File: src/rtl/bcd_tick_counter.sv
// bcd_tick_counter: synchronizes the divider's slow square wave into clk_in,
// detects its rising edges and uses them to step a DIGITS-wide BCD counter
// under start/stop/clear control, pulsing wrap on roll-over.
// Optional feature macro: BCD_DOWN_EN adds the dir port and down counting.
//
// state | meaning
// IDLE  | stopped at zero after reset or clear, waiting for start
// RUN   | counting one step per detected tick edge
// PAUSE | count frozen, resumes on start
module bcd_tick_counter #(
  parameter int DIGITS      = 4,
  parameter int SYNC_STAGES = 2
) (
  input  logic                clk_in,
  input  logic                rst_n,
  input  logic                tick_in,
  input  logic                start,
  input  logic                stop,
  input  logic                clear,
`ifdef BCD_DOWN_EN
  input  logic                dir,
`endif
  output logic [4*DIGITS-1:0] count,
  output logic                running,
  output logic                tick_seen,
  output logic                wrap
);

  typedef enum logic [1:0] {
    IDLE  = 2'd0,
    RUN   = 2'd1,
    PAUSE = 2'd2
  } state_t;

  state_t                 state;
  logic [SYNC_STAGES-1:0] sync;
  logic                   prev;
  logic                   tick_edge;
  logic                   count_down;
  logic [4*DIGITS-1:0]    count_next;
  logic                   carry;

`ifdef BCD_DOWN_EN
  assign count_down = dir;
`else
  assign count_down = 1'b0;
`endif

  // Synchronizer chain plus one history flop for rising-edge detection
  always_ff @(posedge clk_in or negedge rst_n) begin
    if (!rst_n) begin
      sync <= '0;
      prev <= 1'b0;
    end else begin
      sync <= {sync[SYNC_STAGES-2:0], tick_in};
      prev <= sync[SYNC_STAGES-1];
    end
  end

  assign tick_edge = sync[SYNC_STAGES-1] & ~prev;

  // Ripple BCD step; carry out of the top digit marks a wrap
  always_comb begin
    count_next = count;
    carry      = 1'b1;
    for (int i = 0; i < DIGITS; i++) begin
      if (carry) begin
        if (count_down) begin
          if (count[4*i +: 4] == 4'd0) begin
            count_next[4*i +: 4] = 4'd9;
          end else begin
            count_next[4*i +: 4] = count[4*i +: 4] - 4'd1;
            carry                = 1'b0;
          end
        end else begin
          if (count[4*i +: 4] >= 4'd9) begin
            count_next[4*i +: 4] = 4'd0;
          end else begin
            count_next[4*i +: 4] = count[4*i +: 4] + 4'd1;
            carry                = 1'b0;
          end
        end
      end
    end
  end

  // Control FSM with registered count, running and wrap
  always_ff @(posedge clk_in or negedge rst_n) begin
    if (!rst_n) begin
      state   <= IDLE;
      count   <= '0;
      running <= 1'b0;
      wrap    <= 1'b0;
    end else if (clear) begin
      state   <= IDLE;
      count   <= '0;
      running <= 1'b0;
      wrap    <= 1'b0;
    end else begin
      wrap <= 1'b0;
      // A tick in the same cycle as stop still counts; the pause follows
      if (tick_edge && state == RUN) begin
        count <= count_next;
        wrap  <= carry;
      end
      case (state)
        RUN: begin
          if (stop) begin
            state   <= PAUSE;
            running <= 1'b0;
          end
        end
        IDLE, PAUSE: begin
          if (start) begin
            state   <= RUN;
            running <= 1'b1;
          end
        end
        default: begin
          state   <= IDLE;
          running <= 1'b0;
        end
      endcase
    end
  end

  // Edge pulse reported in every state, independent of clear
  always_ff @(posedge clk_in or negedge rst_n) begin
    if (!rst_n) begin
      tick_seen <= 1'b0;
    end else begin
      tick_seen <= tick_edge;
    end
  end

endmodule

File: config.mk
export PLATFORM = sky130hd
export DESIGN_NAME = bcd_tick_counter
export DESIGN_NICKNAME = d
export VERILOG_FILES = /design/src/rtl/bcd_tick_counter.sv
export SDC_FILE = /design/constraint.sdc
export NUM_CORES = 1
export LEC_CHECK = 0
export ABC_AREA = 1
export CORE_AREA = 2 2 55 57
export DETAILED_ROUTE_END_ITERATION = 10
export DIE_AREA = 0 0 57 59
export GPL_TIMING_DRIVEN = 1
export PLACE_DENSITY = 0.75
export SKIP_LAST_GASP = 1
export SLEW_MARGIN = 20
export SYNTH_ARGS = -nofsm -noshare
export SYNTH_HDL_FRONTEND = slang
export SYNTH_SLANG_ARGS = --single-unit
export TNS_END_PERCENT = 50
File: constraint.sdc
create_clock -name clk_in -period 1.4 [get_ports clk_in]
set_input_delay 0.14 -clock clk_in [delete_from_list [all_inputs] [get_ports clk_in]]
set_output_delay 0.14 -clock clk_in [all_outputs]
set_load 0.02 [all_outputs]
; ---- Word level (Yosys, flattened, before mapping)
; Cells that the tools add are included.
[totals]
ff_bits = 24
inputBits = 6
output_inout_bits = 19
word_cells = 61
[op_classes]
n_addsub = 4
n_lt_le_gt_ge = 4
n_eq_ne = 4
n_mux = 26
bitwise = 2
reduce_logical = 11
[op_table]
columns = op, n
row1 = $mux 16, 2
row2 = $mux 4, 7
row3 = $add 4x1->4 const B, 4
row4 = $ge 4x4->1 const B, 4
row5 = $mux 1, 12
row6 = $reduce_and 2->1, 4
row7 = $reduce_bool 2->1, 4
row8 = $mux 2, 3
row9 = $ne 3x3->1 const B, 2
row10 = $pmux 2 s2, 1
row11 = $eq 2x1->1 const B, 1
row12 = $eq 2x2->1 const B, 1
row13 = $logic_not 2->1, 1
row14 = $pmux 1 s2, 1
row15 = $reduce_or 2->1, 1
row16 = $and 1x1->1, 1
row17 = $logic_and 1x1->1, 1
row18 = $not 1->1, 1

; ---- Logic depth before layout (Yosys ltp)
[depth]
ltp_word = 7
depth_mapped = 10

; ---- Least setup slack after synthesis
; No wires, ideal clock.
[synth_timing]
path_kind = reg-to-reg
from = register count[0]
to = register count[8]
setup_ns = 0.119
t_arrival_ns = 1.318
required_time_ns = 1.281
slack_ns = -0.036
stages_incl_launch_ff = 9
path_buffers = 0
synth_period_minus_slack_ns = 1.436
cell_sequence = dfrtp_1 > inv_1 > ha_1 > nand2_1 > nand3_2 > nand2_4 > nand2_4 > nand2_1 > o21ai_2
[synth_via]
elab_chain_len = 5
[synth_rtl]
columns = element, line
row1 = "start, declared", 23  ; output logic [4*DIGITS-1:0] count,
row2 = "start signal, assigned", 103  ; count <= count_next;
row3 = $ge 4x4->1, 76  ; if (count[4*i +: 4] >= 4'd9) begin
row4 = $mux 1, 76
row5 = $mux 1, 67  ; if (carry) begin
row6 = $reduce_bool 2->1 (no line), -
row7 = $reduce_and 2->1 (no line), -
; No other way between the ends.
; A chain may end at the register's enable or synchronous reset.

; ---- Final worst setup path
[layout_timing]
from = register count[4]
to = output count[4]
; No word-level cell between the ends.

==> flow_summary_export.csv <==
group,metric,value,unit
setup_path,crit_slowest_cell,"clkdlybuf4s50_1",
routing,detail-route-antenna-nets,0,
timing,setup_tns,-177,ps
timing,skew,5.89,ps
synthesis,seq_area_frac_synth,42.9,%
floorplanning,row_count,19,
global_routing,antenna_found_initial,0,
setup_path,crit_path_start_kind,"register",
timing,tightest_slew,335,ps
clocking,clock-sinks,23,
clocking,path_clk_slew,130,ps
timing,finalSetupViolCount,3,
synthesis,synth-warning-count,0,
timing,hold_viol_final,0,
timing,drv_slew,0,
synthesis,syn_inst,155,
place,dp.cells,218,
final_layout,n_antenna_cell,0,
synthesis,syn_avg_cell_area,8.65,um^2
flow_run,timing.max_cap.violations,0,
synthesis,synthTopCellsByCount,"nand2_1, dfrtp_1, inv_1, ha_1",
floorplanning,io_pins,25,
floorplanning,initial_core_util,49.5,%
place,port_buffers,24,
routing,routedWlPerCell,12.5,um
global_routing,grt_max_degree,24,
timing,final.setup.worst_slack,-77.8,ps
timing,fmax,677,MHz
global_routing,grt_pass1_vias,1129,
final_layout,nets,217,
status,run_status,"finished with violations",
clocking,h-tree-depth,1,
setup_path,path_class,"reg2out",
timing,layout_min_cycle_time,1480,ps
synthesis,synth_edf_count,0,
synthesis,synth_area,1340,um^2
global_routing,overflow,0,
synthesis,synth_seq_cells,23,
clocking,cts-hold-fix-buffers,0,
global_routing,grt_usage,18.5,%
final_layout,drive_above_1_share,35.9,%
routing,via_per_inst,5.05,
timing,rsz0062_at_grt,"true",
routing,drcViolationCount,0,
status,violations,"negative setup slack",
synthesis,synthArstFlopShare,100,%
setup_path,crit_required,1260,ps
pwr,peakVddDrop,0.752,mV
routing,drt-total-wl,2870,um
global_routing,grt_first_pass_wirelength,4860,um
synthesis,yosysMostFrequentCell,"nand2_1",
setup_path,critical_path.max_fanout,4,
setup_path,max_stage_delay,610,ps
place,dp_hpwl,1990,um
floorplanning,die_w,57,um
setup_path,cp.arrival,1340,ps
floorplanning,fp.coreArea,2710,um^2
setup_path,end_kind,"primary output",
clocking,clockBufferDepth,2,
clocking,cts_tree,"done",
timing,max_slew_margin,77.6,%
setup_path,worstPathCellList,"clkdlybuf4s50_1",
pwr,p_leak,0.934,nW
synthesis,synth_top_area_share,42.9,%
clocking,clk_latency,310,ps
synthesis,synth_top_area_cell,"dfrtp_1",
timing,period_share,106,%
pwr,p_per_area,756,nW/um^2
synthesis,ys.flop_type,"dfrtp_1",
floorplanning,die-area,3360,um^2
min_path,min_path_type,"in2async",
routing,dr.pass1.iters,4,
place,gp_congestion,0.762,
floorplanning,die_height,59,um
routing,initialDrtViolationCount,31,
clocking,cts_buffers,3,
synthesis,synth_cell_types,25,
setup_path,critPathBufInv,1,
final_layout,fin_cells,229,
routing,vias,1157,
synthesis,syn-num-nets,173,
setup_path,crit_family,"buffers and inverters",
synthesis,synth_area_leaders,"dfrtp_1, ha_1, nand2_1",
clocking,cts-root-buf,"clkbuf_4",
final_layout,syn2layout_area_growth,39.4,%
## power by group
part	switching, W	internal [W]	leakage, nW
sequential	0.0000415	0.000702	0.299
combinational	0.000204	0.000156	0.618
clock	0.000203	0.000107	0.0177
## per-layer routing
metal | vias to the layer above | wire, um | GRT usage (%) | share of wire, %
li1 | 583 | - | - | -
met1 | 548 | 1280 | 24.2 | 45
met2 | 22 | 1490 | 32.3 | 52
met3 | 4 | 67 | 1.97 | 2.3
met4 | 0 | 38 | 5.98 | 1.3
met5 | - | 0 | 0 | 0
## layout by cell type, fill, tap and decap left out, types with 3 or more instances in the layout
master	n
nor2_2	5
nand3_2	3
clkbuf_4	3
inv_1	13
dfrtp_2	6
inv_2	8
nand2_2	12
a21oi_1	4
nand2_1	26
buf_4	15
nand4_1	4
o21ai_2	4
dlygate4sd2_1	12
o21ai_0	5
nand3_1	8
nor2_1	7
ha_1	9
dfrtp_1	17
clkdlybuf4s50_1	10
## cells by family after synthesis
kind of cell | synth area share, %
and+or+nand+nor | 29.3
DFF | 42.9
buffers and inverters | 6.72
AOI/OAI and AO/OA | 7.28
adders and majority gates | 11.2
xor gates and xnor gates | 2.61
## metrics by stage
step	hold WS, ps	util (%)	instance area, um^2	total power [W]	setup WS [ps]
3_5_place_dp	346	62.0	1680	0.00107	-8.46
5_1_grt	185	69.0	1870	0.00150	-123
4_1_cts	176	62.5	1690	0.00137	-93.5
3_3_place_gp	332	62.0	1680	0.00106	34.0
6_report	172	69.0	1870	0.00141	-77.8
2_1_floorplan	-156	-	1350	0.000939	8.82
## sequential cells by signal, summed over array words and instances (netlist names)
register   count
count         16
prev           1
running        1
state          1
sync           2
tick_seen      1
wrap           1
## timing repair
item	in CTS	in global routing
setup endpoints to repair	25	21
gates resized for setup	12	33
buffers inserted	0	7
pin swaps	0	10
## final cells by class
cell class / instances / area [um^2]
clock buffer: 3 / 22.5
clock inverter: 1 / 5.00
fill: 215 / 841
inverter: 21 / 78.8
multi-input combinational: 110 / 778
sequential: 23 / 583
tap: 31 / 38.8
timing repair buffer: 40 / 363
## worst paths after layout
path                            startpoint   endpoint  slack, ps  cells past startpoint
worst max register to register    count[5]  count[12]          0                     10
min in group clk_in                tick_in    sync[0]        250                      1
max in group asynchronous            rst_n   count[8]        980                      2
worst max-delay path              count[4]   count[4]        -80                      1
worst min-delay path                 rst_n   count[6]        170                      2
worst min register to register     sync[0]    sync[1]        370                      0
No activity file was read; power rests on OpenSTA's default activity.
